`config.mk`:
```
export PLATFORM = sky130hd
export DESIGN_NAME = retire_trace_buffer_flat
export DESIGN_NICKNAME = d
export VERILOG_FILES = /design/src/rtl/retire_trace_buffer_if.sv /design/src/rtl/retire_trace_buffer.sv /design/src/flat_wrapper.sv
export SDC_FILE = /design/constraint.sdc
export NUM_CORES = 1
export LEC_CHECK = 0
export CAP_MARGIN = 20
export CORE_MARGIN = 3
export CORE_UTILIZATION = 39
export DETAILED_ROUTE_END_ITERATION = 8
export PLACE_DENSITY = 0.64
export SKIP_CTS_REPAIR_TIMING = 1
export SYNTH_ARGS = -nofsm -noshare
export SYNTH_HDL_FRONTEND = slang
export SYNTH_SLANG_ARGS = --single-unit
export TNS_END_PERCENT = 100
```
`constraint.sdc`:
```
create_clock -name clk -period 11.3 [get_ports clk]
set_input_delay 3.39 -clock clk [delete_from_list [all_inputs] [get_ports clk]]
set_output_delay 3.39 -clock clk [all_outputs]
set_load 0.1 [all_outputs]
```
`src/rtl/retire_trace_buffer_if.sv`:
```
`default_nettype none
// ============================================================================
// Module   : retire_trace_buffer_if
// Brief    : WB retirement record input, trace stream output and status bus.
// Revision : 1.0 - initial release
// ============================================================================
interface retire_trace_buffer_if;
    logic        in_valid;
    logic [31:0] in_pc;
    logic [31:0] in_imm;
    logic [4:0]  in_rs1n;
    logic [4:0]  in_rs2n;
    logic [4:0]  in_rdn;
    logic        in_regwrite;
    logic        in_exit;

    logic        out_valid;
    logic        out_ready;
    logic [31:0] out_pc;
    logic [31:0] out_imm;
    logic [4:0]  out_rs1n;
    logic [4:0]  out_rs2n;
    logic [4:0]  out_rdn;
    logic        out_regwrite;
    logic        out_exit;

    logic [31:0] retired_cnt;
    logic [15:0] drop_cnt;
    logic        overflow;
    logic        done;

    modport master (
        output in_valid, in_pc, in_imm, in_rs1n, in_rs2n, in_rdn, in_regwrite, in_exit,
        output out_ready,
        input  out_valid, out_pc, out_imm, out_rs1n, out_rs2n, out_rdn, out_regwrite, out_exit,
        input  retired_cnt, drop_cnt, overflow, done
    );

    modport slave (
        input  in_valid, in_pc, in_imm, in_rs1n, in_rs2n, in_rdn, in_regwrite, in_exit,
        input  out_ready,
        output out_valid, out_pc, out_imm, out_rs1n, out_rs2n, out_rdn, out_regwrite, out_exit,
        output retired_cnt, drop_cnt, overflow, done
    );
endinterface
`default_nettype wire

```
`src/rtl/retire_trace_buffer.sv`:
```
`default_nettype none
// ============================================================================
// Module   : retire_trace_buffer
// Brief    : FIFO of WB retirement records with drop/retire counters and
//            single-capture exit handling that raises done once drained.
// Revision : 1.0 - initial release
// ============================================================================
module retire_trace_buffer #(
    parameter int DEPTH = 16,
    parameter int PTR_W = $clog2(DEPTH)
) (
    input  wire logic clk,
    input  wire logic rst,
    retire_trace_buffer_if.slave bus
);

    localparam int             c_REC_W = 81;
    localparam logic [PTR_W:0] c_FULL  = (PTR_W+1)'(DEPTH);

    localparam logic [1:0] c_RUN   = 2'd0;
    localparam logic [1:0] c_DRAIN = 2'd1;
    localparam logic [1:0] c_DONE  = 2'd2;

    logic [1:0]         r_state;
    logic [1:0]         w_stateNext;
    logic [c_REC_W-1:0] r_mem [DEPTH];
    logic [PTR_W-1:0]   r_wrPtr;
    logic [PTR_W-1:0]   r_rdPtr;
    logic [PTR_W:0]     r_count;
    logic [PTR_W:0]     w_countNext;
    logic [31:0]        r_retiredCnt;
    logic [15:0]        r_dropCnt;
    logic               r_overflow;

    logic               w_pop;
    logic               w_attempt;
    logic               w_push;
    logic               w_drop;
    logic               w_countRetire;
    logic [c_REC_W-1:0] w_inRec;
    logic [c_REC_W-1:0] w_headRec;

    assign w_inRec = {bus.in_pc, bus.in_imm, bus.in_rs1n, bus.in_rs2n,
                      bus.in_rdn, bus.in_regwrite, bus.in_exit};

    assign w_pop     = (r_count != '0) && bus.out_ready;
    assign w_attempt = (r_state == c_RUN) && bus.in_valid;
    // A full FIFO still takes the record when the head leaves in the same cycle.
    assign w_push    = w_attempt && ((r_count != c_FULL) || w_pop);
    assign w_drop    = w_attempt && !w_push;
    // A refused exit is re-presented by the core, so it is counted only once it lands.
    assign w_countRetire = w_attempt && !(w_drop && bus.in_exit);

    always_comb begin
        w_countNext = r_count;
        if (w_push && !w_pop) begin
            w_countNext = r_count + 1'b1;
        end else if (w_pop && !w_push) begin
            w_countNext = r_count - 1'b1;
        end
    end

    always_ff @(posedge clk) begin
        if (rst) begin
            r_state <= c_RUN;
        end else begin
            r_state <= w_stateNext;
        end
    end

    always_comb begin
        w_stateNext = r_state;
        case (r_state)
            c_RUN: begin
                if (w_push && bus.in_exit) begin
                    w_stateNext = c_DRAIN;
                end
            end
            c_DRAIN: begin
                if (w_countNext == '0) begin
                    w_stateNext = c_DONE;
                end
            end
            c_DONE:  w_stateNext = c_DONE;
            default: w_stateNext = c_RUN;
        endcase
    end

    always_ff @(posedge clk) begin
        if (rst) begin
            r_wrPtr      <= '0;
            r_rdPtr      <= '0;
            r_count      <= '0;
            r_retiredCnt <= '0;
            r_dropCnt    <= '0;
            r_overflow   <= 1'b0;
        end else begin
            r_count <= w_countNext;
            if (w_push) begin
                r_wrPtr <= r_wrPtr + 1'b1;
            end
            if (w_pop) begin
                r_rdPtr <= r_rdPtr + 1'b1;
            end
            if (w_countRetire) begin
                r_retiredCnt <= r_retiredCnt + 32'd1;
            end
            if (w_drop) begin
                r_overflow <= 1'b1;
                if (r_dropCnt != 16'hFFFF) begin
                    r_dropCnt <= r_dropCnt + 16'd1;
                end
            end
        end
    end

    // Storage is deliberately left out of reset; only occupied slots are ever read.
    always_ff @(posedge clk) begin
        if (w_push) begin
            r_mem[r_wrPtr] <= w_inRec;
        end
    end

    assign w_headRec = r_mem[r_rdPtr];

    assign bus.out_valid    = (r_count != '0);
    assign bus.out_pc       = w_headRec[80:49];
    assign bus.out_imm      = w_headRec[48:17];
    assign bus.out_rs1n     = w_headRec[16:12];
    assign bus.out_rs2n     = w_headRec[11:7];
    assign bus.out_rdn      = w_headRec[6:2];
    assign bus.out_regwrite = w_headRec[1];
    assign bus.out_exit     = w_headRec[0];

    assign bus.retired_cnt  = r_retiredCnt;
    assign bus.drop_cnt     = r_dropCnt;
    assign bus.overflow     = r_overflow;
    assign bus.done         = (r_state == c_DONE);

endmodule
`default_nettype wire

```
`src/flat_wrapper.sv`:
```
// flat-port wrapper written by rule: the top's interface ports become plain ports
module retire_trace_buffer_flat 
#(
    parameter int DEPTH = 16,
    parameter int PTR_W = $clog2(DEPTH)
)
  (clk, rst, bus_in_valid, bus_in_pc, bus_in_imm, bus_in_rs1n, bus_in_rs2n, bus_in_rdn, bus_in_regwrite, bus_in_exit, bus_out_ready, bus_out_valid, bus_out_pc, bus_out_imm, bus_out_rs1n, bus_out_rs2n, bus_out_rdn, bus_out_regwrite, bus_out_exit, bus_retired_cnt, bus_drop_cnt, bus_overflow, bus_done);
  retire_trace_buffer_if bus_i ();
  input  wire logic clk;
  input  wire logic rst;
  input wire logic [$bits(bus_i.in_valid)-1:0] bus_in_valid;
  input wire logic [$bits(bus_i.in_pc)-1:0] bus_in_pc;
  input wire logic [$bits(bus_i.in_imm)-1:0] bus_in_imm;
  input wire logic [$bits(bus_i.in_rs1n)-1:0] bus_in_rs1n;
  input wire logic [$bits(bus_i.in_rs2n)-1:0] bus_in_rs2n;
  input wire logic [$bits(bus_i.in_rdn)-1:0] bus_in_rdn;
  input wire logic [$bits(bus_i.in_regwrite)-1:0] bus_in_regwrite;
  input wire logic [$bits(bus_i.in_exit)-1:0] bus_in_exit;
  input wire logic [$bits(bus_i.out_ready)-1:0] bus_out_ready;
  output wire logic [$bits(bus_i.out_valid)-1:0] bus_out_valid;
  output wire logic [$bits(bus_i.out_pc)-1:0] bus_out_pc;
  output wire logic [$bits(bus_i.out_imm)-1:0] bus_out_imm;
  output wire logic [$bits(bus_i.out_rs1n)-1:0] bus_out_rs1n;
  output wire logic [$bits(bus_i.out_rs2n)-1:0] bus_out_rs2n;
  output wire logic [$bits(bus_i.out_rdn)-1:0] bus_out_rdn;
  output wire logic [$bits(bus_i.out_regwrite)-1:0] bus_out_regwrite;
  output wire logic [$bits(bus_i.out_exit)-1:0] bus_out_exit;
  output wire logic [$bits(bus_i.retired_cnt)-1:0] bus_retired_cnt;
  output wire logic [$bits(bus_i.drop_cnt)-1:0] bus_drop_cnt;
  output wire logic [$bits(bus_i.overflow)-1:0] bus_overflow;
  output wire logic [$bits(bus_i.done)-1:0] bus_done;
  assign bus_i.in_valid = bus_in_valid;
  assign bus_i.in_pc = bus_in_pc;
  assign bus_i.in_imm = bus_in_imm;
  assign bus_i.in_rs1n = bus_in_rs1n;
  assign bus_i.in_rs2n = bus_in_rs2n;
  assign bus_i.in_rdn = bus_in_rdn;
  assign bus_i.in_regwrite = bus_in_regwrite;
  assign bus_i.in_exit = bus_in_exit;
  assign bus_i.out_ready = bus_out_ready;
  assign bus_out_valid = bus_i.out_valid;
  assign bus_out_pc = bus_i.out_pc;
  assign bus_out_imm = bus_i.out_imm;
  assign bus_out_rs1n = bus_i.out_rs1n;
  assign bus_out_rs2n = bus_i.out_rs2n;
  assign bus_out_rdn = bus_i.out_rdn;
  assign bus_out_regwrite = bus_i.out_regwrite;
  assign bus_out_exit = bus_i.out_exit;
  assign bus_retired_cnt = bus_i.retired_cnt;
  assign bus_drop_cnt = bus_i.drop_cnt;
  assign bus_overflow = bus_i.overflow;
  assign bus_done = bus_i.done;
  retire_trace_buffer #(.DEPTH(DEPTH), .PTR_W(PTR_W)) u_core (.clk(clk), .rst(rst), .bus(bus_i));
endmodule
```
==> results.txt <==
* Run status: complete, no violations
- For this block, the routed nets add up to 118 mm of wire.
* CTS max path bufs: 3
* Post-synth EDFFs: 1296
* Overflow left after global routing: 0
- Time the final worst path needs with I/O delays and setup: 8.20 ns
- Worst VDD drop: 168 uV
* Most instantiated flip-flop cell in the synthesis netlist: edfxtp_1
* Area growth from synthesis to layout: 17.4%
* Worst-path clk slew: 0.06 ns
* Count of buffers inserted at the top-level ports: 216
* I/O Pins: 217
* Starting Density: 39.4%
- Flop-to-flop setup slack: 7.16 ns
* Total area of multi-input combinational cells: 11300 um^2
- Synth Area in Compound Gates: 0.879%
* Net count after synthesis: 2319
- Xor and xnor area share after synthesis: 0.590%
- For this run, asynchronously set or reset flops after synthesis account for 0%.
- Wire length per cell: 27.0 um
- Number of buffers created by CTS: 142
- Vias per cell: 5.49
- In the final design database the tool counted 2616 nets.
- Arrival time at the worst endpoint: 4.81 ns
- Vias in the first global route: 25.5k
- Static power due to leakage: 18.3 nW
* Cell Pwr Density: 223 nW/um^2
* Remaining max-slew budget at the tightest pin: 22.6%
* Netlist area before placement: 52000 um^2
- In this run the remaining antenna-violating nets after routing total 0.
- The final max-slew violation count was 0.
- Total track usage: 17.4%
- Of the total synthesized cell area, the portion taken by AND, OR, NAND and NOR gates is 2.04%.
- Core Util, Final: 46.3%
* Vias after detailed routing: 24.1k
- Summed over all failing endpoints, the final setup total negative slack is 0 ns.
* DRC violation total after the first TritonRoute iteration: 2227
* CTS sink count: 1364
- Cells with a size suffix above 1 make up 26.2% of the layout.
* Core Rows: 133
- Die Y-Extent: 371 um
* Number of hold violations in the final report: 0
* Global-route wire length before repair: 175 mm
* Synthesized flop and latch total: 1364
- CP endpoint kind: primary output
* CTS HTree Levels: 4
* Pin count of the biggest net entering global routing: 129
- For the pin with the worst max-slew slack, the measured transition is 1.16 ns.
- Clock insertion delay at the later pin of the skew report: 0.75 ns
* Cells on Worst Hold Path: 2
* Unrepaired setup endpoints after global routing: false
- At the worst endpoint, the required time is 7.91 ns.
* Worst Hold Launch: u_core.bus.overflow$_SDFFE_PP0P_
- Number of warning messages in the yosys log: 0
* Worst reg2reg path depth: 8
* Register area share after synthesis: 77.5%
- Max-cap violations in this run came to 0.
* Die Wd: 371 um
* Mux contribution to synthesized area: 17.7%
- At the end of routability-driven placement, the weighted congestion stood at 0.765.
* Post-synthesis average cell area: 23.4 um^2
* Std-Cell Core Area: 132000 um^2
- Final Skew: 0.0163 ns
- In this run the worst path has a maximum fanout of 49.
* Die area: 138000 um^2
* Antenna violations before repair: 4
* Count of distinct cell types in the synthesized netlist: 55
- Root buf cell: clkbuf_16
* Endpoints failing setup: 0
* Gate Count Post-Synth: 2221
* HPWL after detailed placement: 60.6 mm
- Fill cell instance count of the final layout: 10.8k
- Startpoint class of the critical path: register
- Of the available clock period, the critical path in the final layout requires 72.6%.
- Worst min path class: reg2reg
- In the routed design, unresolved DRC markers number 0.
* Adder-cell share of the synthesized area: 0.313%
* Critical setup path kind: reg2out
- Drt first pass iters: 5
- TritonCTS built the clock tree.
- After synthesis, the largest family of logic cells by area is multiplexers.
* Reg2Reg Launch Point: u_core.r_count[0]$_SDFF_PP0_
- In the final layout, flip-flops and latches occupy 40300 um^2.
- Static timing analysis puts the maximum clock frequency at 122 MHz.
registers in the layout (all words and copies together), names as in the netlist, named ones only:
| name | count |
|---|---|
| u_core.r_wrPtr | 4 |
| u_core.r_mem | 1296 |
| u_core.r_count | 5 |
| u_core.bus.drop_cnt | 16 |
| u_core.bus.overflow | 1 |
| u_core.bus.retired_cnt | 32 |
| u_core.r_state | 2 |
| u_core.r_rdPtr | 4 |
synth_stat cells, types with 13 or more instances:
library cell / count / area, um^2
nand2_1: 32 / 120
nand3_1: 21 / 105
ha_1: 13 / 163
xnor2_1: 20 / 175
nand4_1: 18 / 113
clkbuf_1: 78 / 293
dfxtp_1: 68 / 1360
buf_1: 26 / 97.6
edfxtp_1: 1296 / 38900
inv_1: 16 / 60.1
a21oi_1: 19 / 95.1
nor2_1: 63 / 236
mux4_2: 405 / 9120
xor2_1: 15 / 131
logic make-up after synthesis:
family,count (synthesis)
adders and majority gates,13
and+or+nand+nor,205
muxes,411
AOI/OAI and AO/OA,66
DFF,1364
xor gates and xnor gates,35
buffers and inverters,127
layout by cell type, fill, tap and decap left out, types with 19 or more instances in the layout:
cell type	count
a21oi_1	19
buf_4	38
clkbuf_1	24
clkbuf_16	147
clkdlybuf4s50_1	215
clkinv_1	23
clkinv_2	30
dfxtp_1	64
edfxtp_1	1296
mux4_2	405
nand2_1	32
nand3_1	21
nor2_1	51
xnor2_1	20
report_power, final:
| part | total, mW | leakage [nW] | switching, mW | internal (mW) |
|---|---|---|---|---|
| clock | 4.47 | 2.20 | 1.91 | 2.56 |
| sequential | 5.82 | 12.2 | 0.102 | 5.71 |
| combinational | 3.33 | 3.85 | 2.10 | 1.23 |
| total | 13.6 | 18.3 | 4.12 | 9.50 |
final timing paths:
check,endpoint
max,bus_out_imm[22]
min,u_core.bus.overflow$_SDFFE_PP0P_
max reg2reg,u_core.r_mem[3][6]$_DFFE_PP_
min reg2reg,u_core.bus.overflow$_SDFFE_PP0P_
layout make-up:
class / count / area share [%]
clock inverters: 82 / 1.15
multi-input cells: 730 / 18.5
well taps: 1755 / 3.60
repair buffers: 264 / 4.37
clock buffers: 172 / 6.20
diodes: 2 / 0.00821
inverters: 16 / 0.0985
flip-flops and latches: 1364 / 66.1
critical path, stage by stage (launching register included):
cell,delay [ns]
dfxtp_4,0.94
buf_4,0.86
mux4_2,0.61
mux4_2,0.49
clkdlybuf4s50_1,1.02
per-stage QoR:
stage	hold slack, ns	instance area [um^2]	total power [mW]	worst slack (ns)	instances
2_1_floorplan	0.459	52000	8.46	1.06	2221
3_3_place_gp	0.439	56400	9.24	3.70	4126
3_5_place_dp	0.445	56500	9.31	3.64	4128
4_1_cts	0.456	61000	13.8	2.79	4382
5_1_grt	0.488	61000	14.1	2.74	4383
6_report	0.465	61000	13.6	3.10	4385
per-layer routing:
| metal | vias up | GRT usage (%) | wire length [um] |
|---|---|---|---|
| met2 | 743 | 29.1 | 59900 |
| li1 | 10100 | - | - |
| met5 | - | 0 | 27 |
| met4 | 4 | 4.38 | 1970 |
| met3 | 150 | 3.27 | 6190 |
| met1 | 13100 | 23.6 | 50300 |
(Power assumes the default switching activity.)
